## config.mk

```make
export PLATFORM = sky130hd
export DESIGN_NAME = apb_master_arb_flat
export DESIGN_NICKNAME = d
export VERILOG_FILES = /design/src/rtl/apb_master_arb_if.sv /design/src/rtl/apb_master_arb.sv /design/src/flat_wrapper.sv
export SDC_FILE = /design/constraint.sdc
export NUM_CORES = 1
export LEC_CHECK = 0
export ABC_CLOCK_PERIOD_IN_PS = 2900
export BUFFER_PORTS_ARGS = -buffer_cell sky130_fd_sc_hd__buf_2
export CAP_MARGIN = 20
export CORE_MARGIN = 4
export CORE_UTILIZATION = 49
export DETAILED_ROUTE_END_ITERATION = 8
export PLACE_DENSITY = 0.85
export SYNTH_ARGS = -nofsm -noshare
export SYNTH_HDL_FRONTEND = slang
export SYNTH_SLANG_ARGS = --single-unit
```

## constraint.sdc

```tcl
create_clock -name pclk -period 2.9 [get_ports pclk]
set_clock_uncertainty 0.05 [all_clocks]
set_input_delay 0.725 -clock pclk [delete_from_list [all_inputs] [get_ports pclk]]
set_output_delay 0.725 -clock pclk [all_outputs]
set_load 0.03 [all_outputs]
```

## src/rtl/apb_master_arb_if.sv

```systemverilog
// APB bus between the two-requester arbitrating master and a single slave.
interface apb_master_arb_if;
    logic [31:0] paddr;
    logic        psel;
    logic        penable;
    logic        pwrite;
    logic [7:0]  pwdata;
    logic [7:0]  prdata;
    logic        pready;
    logic        pslverr;

    modport master (
        output paddr, psel, penable, pwrite, pwdata,
        input  prdata, pready, pslverr
    );

    modport slave (
        input  paddr, psel, penable, pwrite, pwdata,
        output prdata, pready, pslverr
    );
endinterface

```

## src/rtl/apb_master_arb.sv

```systemverilog
// Two-requester round-robin APB master with a per-transfer wait-state timeout.
module apb_master_arb #(
    parameter int unsigned TIMEOUT = 16
) (
    input  logic             pclk,
    input  logic             presetn,
    input  logic [1:0]       req,
    input  logic [1:0]       we,
    input  logic [63:0]      addr,
    input  logic [15:0]      wdata,
    output logic [1:0]       done,
    output logic [7:0]       rdata,
    output logic             err,
    apb_master_arb_if.master apb
);

    localparam int unsigned      CNT_W    = 8;
    localparam logic [CNT_W-1:0] CNT_LAST = CNT_W'(TIMEOUT);

    typedef enum logic [1:0] {
        IDLE   = 2'd0,
        SETUP  = 2'd1,
        ACCESS = 2'd2
    } state_e;

    state_e           state_q, state_d;
    logic             owner_q, owner_d;
    logic             lp_q, lp_d;
    logic [CNT_W-1:0] cnt_q, cnt_d;
    logic [CNT_W-1:0] cnt_inc_c;
    logic [31:0]      paddr_q, paddr_d;
    logic             pwrite_q, pwrite_d;
    logic [7:0]       pwdata_q, pwdata_d;
    logic             psel_q, psel_d;
    logic             penable_q, penable_d;
    logic [1:0]       done_q, done_d;
    logic [7:0]       rdata_q, rdata_d;
    logic             err_q, err_d;
    logic [1:0]       elig_c;
    logic             win_c;

    // A requester being acknowledged this cycle sits out; ties go away from the last owner.
    assign elig_c    = req & ~done_q;
    assign win_c     = (elig_c == 2'b11) ? ~lp_q : elig_c[1];
    assign cnt_inc_c = cnt_q + CNT_W'(1);

    // Next-state, grant latching, completion and timeout logic.
    always_comb begin
        state_d   = state_q;
        owner_d   = owner_q;
        lp_d      = lp_q;
        cnt_d     = cnt_q;
        paddr_d   = paddr_q;
        pwrite_d  = pwrite_q;
        pwdata_d  = pwdata_q;
        done_d    = 2'b00;
        rdata_d   = 8'h00;
        err_d     = 1'b0;

        unique case (state_q)
            IDLE: begin
                if (|elig_c) begin
                    owner_d  = win_c;
                    pwrite_d = we[win_c];
                    paddr_d  = win_c ? addr[63:32] : addr[31:0];
                    pwdata_d = win_c ? wdata[15:8] : wdata[7:0];
                    cnt_d    = '0;
                    state_d  = SETUP;
                end
            end
            SETUP: begin
                state_d = ACCESS;
            end
            ACCESS: begin
                if (apb.pready) begin
                    state_d = IDLE;
                    done_d  = owner_q ? 2'b10 : 2'b01;
                    err_d   = apb.pslverr;
                    rdata_d = pwrite_q ? 8'h00 : apb.prdata;
                    lp_d    = owner_q;
                end else begin
                    cnt_d = cnt_inc_c;
                    if (cnt_inc_c == CNT_LAST) begin
                        state_d = IDLE;
                        done_d  = owner_q ? 2'b10 : 2'b01;
                        err_d   = 1'b1;
                        lp_d    = owner_q;
                    end
                end
            end
            default: begin
                state_d = IDLE;
            end
        endcase

        psel_d    = (state_d != IDLE);
        penable_d = (state_d == ACCESS);
    end

    // State and registered outputs; reset abandons any transfer in flight.
    always_ff @(posedge pclk or negedge presetn) begin
        if (!presetn) begin
            state_q   <= IDLE;
            owner_q   <= 1'b0;
            lp_q      <= 1'b1;
            cnt_q     <= '0;
            paddr_q   <= 32'h0;
            pwrite_q  <= 1'b0;
            pwdata_q  <= 8'h00;
            psel_q    <= 1'b0;
            penable_q <= 1'b0;
            done_q    <= 2'b00;
            rdata_q   <= 8'h00;
            err_q     <= 1'b0;
        end else begin
            state_q   <= state_d;
            owner_q   <= owner_d;
            lp_q      <= lp_d;
            cnt_q     <= cnt_d;
            paddr_q   <= paddr_d;
            pwrite_q  <= pwrite_d;
            pwdata_q  <= pwdata_d;
            psel_q    <= psel_d;
            penable_q <= penable_d;
            done_q    <= done_d;
            rdata_q   <= rdata_d;
            err_q     <= err_d;
        end
    end

    assign apb.paddr   = paddr_q;
    assign apb.psel    = psel_q;
    assign apb.penable = penable_q;
    assign apb.pwrite  = pwrite_q;
    assign apb.pwdata  = pwdata_q;
    assign done        = done_q;
    assign rdata       = rdata_q;
    assign err         = err_q;

endmodule

```

## src/flat_wrapper.sv

```systemverilog
// flat-port wrapper written by rule: the top's interface ports become plain ports
module apb_master_arb_flat 
#(
    parameter int unsigned TIMEOUT = 16
)
  (pclk, presetn, req, we, addr, wdata, done, rdata, err, apb_paddr, apb_psel, apb_penable, apb_pwrite, apb_pwdata, apb_prdata, apb_pready, apb_pslverr);
  apb_master_arb_if apb_i ();
  input  logic pclk;
  input  logic presetn;
  input  logic [1:0] req;
  input  logic [1:0] we;
  input  logic [63:0] addr;
  input  logic [15:0] wdata;
  output logic [1:0] done;
  output logic [7:0] rdata;
  output logic err;
  output wire logic [$bits(apb_i.paddr)-1:0] apb_paddr;
  output wire logic [$bits(apb_i.psel)-1:0] apb_psel;
  output wire logic [$bits(apb_i.penable)-1:0] apb_penable;
  output wire logic [$bits(apb_i.pwrite)-1:0] apb_pwrite;
  output wire logic [$bits(apb_i.pwdata)-1:0] apb_pwdata;
  input wire logic [$bits(apb_i.prdata)-1:0] apb_prdata;
  input wire logic [$bits(apb_i.pready)-1:0] apb_pready;
  input wire logic [$bits(apb_i.pslverr)-1:0] apb_pslverr;
  assign apb_paddr = apb_i.paddr;
  assign apb_psel = apb_i.psel;
  assign apb_penable = apb_i.penable;
  assign apb_pwrite = apb_i.pwrite;
  assign apb_pwdata = apb_i.pwdata;
  assign apb_i.prdata = apb_prdata;
  assign apb_i.pready = apb_pready;
  assign apb_i.pslverr = apb_pslverr;
  apb_master_arb #(.TIMEOUT(TIMEOUT)) u_core (.pclk(pclk), .presetn(presetn), .req(req), .we(we), .addr(addr), .wdata(wdata), .done(done), .rdata(rdata), .err(err), .apb(apb_i));
endmodule
```

After elaboration in Yosys (flattened, before gate mapping)
Index checks and enable logic that the tools add are counted.
- add/sub/neg operators: 1
- $lt $le $gt $ge: 1
- equal/unequal tests: 7
- muxes and demuxes: 24
- bitwise logic cells: 3
- reduce and logical (&&, ||, !) cells: 8
- operator list (cell ; number):
    8-bit two-way mux ; 6
    32-bit two-way mux ; 1
    8-bit one-hot mux with 2 select lines ; 1
    2-bit two-way mux ; 7
    8-bit by 1-bit adder with 8-bit output (second input constant) ; 1
    8-bit by 5-bit equality test with 1-bit output (second input constant) ; 1
    1-bit two-way mux ; 8
    2-bit equality test (second input constant) ; 3
    2-bit one-hot mux with 3 select lines ; 1
    2-bit nonzero test ; 3
    2-bit AND reduction ; 2
    3-bit AND reduction ; 1
    2-bit AND ; 1
    2-bit by 1-bit equality test with 1-bit output (second input constant) ; 1
    2-bit zero test ; 1
    1-bit by 2-bit less-than comparator with 1-bit output (second input constant) ; 1
    2-bit by 1-bit inequality test with 1-bit output (second input constant) ; 1
    2-bit inequality test (second input constant) ; 1
    2-bit NOT ; 1
    2-bit OR reduction ; 1
    1-bit NOT ; 1
- bits in registers: 66
- input port bits: 96
- output and inout bits: 54
- logic and storage cells: 56

Depth between registers and ports, before layout
- depth in word-level cells: 6
- gate-level depth with buffers: 6
- depth with buffers taken out: 5

Worst setup path after synthesis
OpenSTA, ideal clock, no wires.
- kind: input port to flip-flop
- from: in req[0]
- to: reg u_core.paddr_q[26], in the netlist u_core.apb.paddr[26]
- library setup time: 0.135 ns
- data arrival time: 1.563 ns
- data required time: 2.715 ns
- setup slack: 1.151 ns
- cell stages on the path: 5
- path buffers: 2
- path through: nor2b_1 > o21ai_1 > buf_4 > clkbuf_1 > o21ai_0
- word-level cells in the longest chain between the ends: 4
- elaborated cells between the ends (all ways): 6
- those cells by class: 1 x eq/ne; 2 x mux; 1 x bitwise; 2 x reduce/logical
- ends and longest elaborated chain (item ; RTL line ; source):
    start, declared ; flat_wrapper.sv:10 ; input logic [1:0] req;
    2-bit AND (*) ; apb_master_arb.sv:43 ; assign elig_c = req & ~done_q;
    2-bit equality test ; apb_master_arb.sv:44 ; assign win_c = (elig_c == 2'b11) ? ~lp_q : elig_c[1];
    1-bit two-way mux ; apb_master_arb.sv:44 ;
    32-bit two-way mux ; apb_master_arb.sv:65 ; paddr_d = win_c ? addr[63:32] : addr[31:0];
    end signal, assigned ; apb_master_arb.sv:120 ; paddr_q <= paddr_d;
    end, declared ; apb_master_arb.sv:31 ; logic [31:0] paddr_q, paddr_d;
Every way passes the cells marked *; elsewhere a longest branch is shown, timed or not.
A chain may end at the register's enable or synchronous reset.

Worst setup path after layout
- from: in req[0]
- to: reg u_core.paddr_q[13], in the netlist u_core.apb.paddr[13]
The elaborated chain is that of the path after synthesis.

==> run_results.csv <==
group,metric,value,unit
logic_synthesis,synth_seq_area_share,54.75,%
timing,worst_pin_slew,0.6096,ns
routing,remaining_drc_errors,0,
cts,cts-hold-fix-buffers,0,
logic_synthesis,async_flop_share,100.0,%
timing,fin_crit,1.974,ns
floorplan,die_width,86.50,um
routing,final_antenna_net_count,0,
timing,setup_tns,0,ns
timing,finalHoldViolations,0,
logic_synthesis,synth_area_leader_cell,"dfrtp_1",
worst_setup_path,worst_path_largest_cell_delay,0.51,ns
floorplan,fp-row-count,28,
worst_setup_path,path_max_fanout,14,
routing,vias,2565,
placed_design,portBuffers,149,
cts,ctsResizeCount,0,
timing,setup_viol,0,
cells_and_area,final_layout_size_suffix_gt1_share,40.60,%
power,cellPowerDensity,1027,nW/um2
worst_setup_path,start_kind,"primary input",
flow_run,max_cap_violations,0,
timing,slew_headroom,59.36,%
worst_setup_path,timing.critical_path.cells,"buf_2 > nor2b_1 > a21bo_2 > buf_12 > mux2i_1 > o21ai_0",
global_route,grt_remaining_overflow,0,
cts,clk_path_buf_depth,2,
cts,postCtsSetupBuffers,0,
timing,finalMaxSlewViolations,0,
cells_and_area,fillers,473,
routing,first_pass_iters,5,
worst_hold_path,hp-class,"primary input to asynchronous set/reset pin",
routing,drt_iter0_drc,139,
power,power,4.128,mW
global_route,grtUsageTotal,18.90,%
cts,cts_tree,"built",
worst_setup_path,worstSetupEndpointType,"flip-flop",
worst_setup_path,worstSetupPathType,"primary input to flip-flop",
cts,h-tree-depth,3,
logic_synthesis,syn_area,3019,um2
global_route,grt_pass1_vias,2468,
worst_setup_path,critical-path-top-delay-family,"compound AO/OA/AOI/OAI gates",
power,leakage,2.203,nW
worst_setup_path,path_buf_inv,2,
cells_and_area,area_growth,33.20,%
logic_synthesis,synthesis.nets,380,
cts,clk_pin_slew,0.07,ns
floorplan,ios,150,
logic_synthesis,synth.most_common_cell,"dfrtp_1",
logic_synthesis,synth_top_area_share,53.87,%
routing,wirelength,6.875,mm
floorplan,core-area,5956,um2
logic_synthesis,ys_top_cells_by_area,"dfrtp_1 (54%), mux2i_1 (14%), nand2_1 (6.3%), o21ai_0 (5.0%), o21ai_1 (3.0%)",
timing,period_share,68.08,%
cts,cts.sinks,66,
global_route,antenna_found_initial,0,
logic_synthesis,yosys-top-cells-count,"dfrtp_1 (65), nand2_1 (51), mux2i_1 (43), o21ai_0 (30), o21ai_1 (18)",
logic_synthesis,avgSynthCellArea,10.67,um2
logic_synthesis,yosysUniqueCellTypes,33,
logic_synthesis,netlist_instances,283,
floorplan,start_util,50.69,%
cells_and_area,diodes,0,
run_status,status,"complete, no violations",
worst_setup_path,arrival,2.13,ns
floorplan,die_area,7481,um2
cells_and_area,fin_nets,528,
cts,root_buffer,"clkbuf_8",
timing,whs,0.3251,ns
power,ir_worst_vdd,0.5746,mV
cts,cts_made_buffers,9,
global_route,grt_max_degree,45,
logic_synthesis,synth_edf_count,0,
placed_design,dp_hpwl,5.398,mm
routing,wl_per_cell,13.45,um
floorplan,die_h,86.50,um
timing,rsz0062_at_grt,"no",
worst_setup_path,cp.required,3.06,ns
placed_design,gp_congestion,0.8206,
logic_synthesis,dominantRegCellSynth,"dfrtp_1",
worst_setup_path,crit_slowest_cell,"a21bo_2",
global_route,grt_pass1_wl,10.91,mm
cts,clock_latency,0.34,ns
timing,clock.fmax,506.5,MHz
routing,viasPerCell,5.020,
logic_synthesis,yosysWarnings,0,
logic_synthesis,ys_ff_latch,66,
## through the flow
step | instances | utilization [%] | worst slack, ns | cell area [um2]
floorplan | 283 | - | 1.151 | 3019
global placement | 495 | 64.35 | 0.6510 | 3832
detailed placement | 495 | 64.35 | 0.5757 | 3832
CTS | 511 | 67.52 | 0.9151 | 4021
global route | 511 | 67.52 | 0.8361 | 4021
finish | 511 | 67.52 | 0.9258 | 4021
## per-layer routing
metal | vias up | part of all wire (%) | global-route usage [%]
met3 | 8 | 10 | 5.133
met5 | - | 0 | 0
met1 | 1181 | 37 | 21.88
met4 | 0 | 1.5 | 8.074
li1 | 1262 | - | -
met2 | 114 | 51 | 32.82
## flip-flops by register name, indices dropped and copies added, names as in the netlist
| signal | count |
|---|---|
| u_core.done | 2 |
| u_core.apb.pwdata | 8 |
| u_core.owner_q | 1 |
| u_core.cnt_q | 8 |
| u_core.apb.pwrite | 1 |
| u_core.state_q | 2 |
| u_core.rdata | 8 |
| u_core.apb.psel | 1 |
| u_core.apb.penable | 1 |
| u_core.lp_q | 1 |
| u_core.err | 1 |
| u_core.apb.paddr | 32 |
## worst register-to-register path: stages, from the launching register on
cell     delay, ns
dfrtp_1       0.38
nor2b_1       0.25
a21bo_2       0.51
buf_12        0.22
mux2i_1       0.24
o21ai_0       0.11
## power breakdown
part | leakage [nW] | switching (mW) | total [mW] | internal (mW)
Combinational | 1.27 | 1.29 | 1.92 | 0.628
Sequential | 0.839 | 0.189 | 1.47 | 1.28
Clock | 0.0974 | 0.321 | 0.740 | 0.419
Total | 2.20 | 1.80 | 4.13 | 2.33
## kinds of logic after synthesis
group,share of synthesized area (%)
buffers and inverters,5.015
AND/OR/NAND/NOR,13.30
multiplexers,14.63
flip-flops,54.75
AO/OA/AOI/OAI,11.31
XOR/XNOR,0.5803
adder cells (fa/ha/maj),0.4144
## cell usage in the layout, fill, tap and decap left out, types with 2 or more instances in the layout
master    netlist  routed
buf_2           6     149
dfrtp_1        65      65
nand2_1        51      51
mux2i_1        43      43
o21ai_0        30      30
o21ai_1        18      17
and2_1         12      12
clkbuf_8        0      10
nand3_1         6       6
nor2b_1         5       5
inv_1           5       5
nor2_1          4       4
buf_12          0       4
o22ai_1         3       3
a21oi_1         3       3
clkbuf_1        3       3
a21oi_2         2       2
nand4_1         2       2
xor2_1          2       2
o21ai_2         2       2
clkinv_2        0       2
buf_4           1       2
## area by class of cell
cell class              instances  area [um2]  area share, %
clock inverters                 3       40.04         0.9956
clock buffers                  13       148.9          3.703
flip-flops and latches         66        1653          41.10
inverters                       5       18.77         0.4667
repair buffers                155       840.8          20.91
well taps                      75       93.84          2.334
multi-input cells             194        1226          30.49
## worst paths after layout
kind | start | end | slack (ns) | cells past startpoint
max | req[0] | u_core.apb.paddr[13] | 0.93 | 6
min | presetn | u_core.apb.pwdata[3] | 0.33 | 1
max reg2reg | u_core.done[0] | u_core.apb.paddr[13] | 1.02 | 5
min reg2reg | u_core.owner_q | u_core.done[0] | 0.41 | 1
max in group asynchronous | presetn | u_core.lp_q | 1.81 | 2
min in group pclk | u_core.owner_q | u_core.done[0] | 0.41 | 1
No activity file was read; power rests on OpenSTA's default activity.
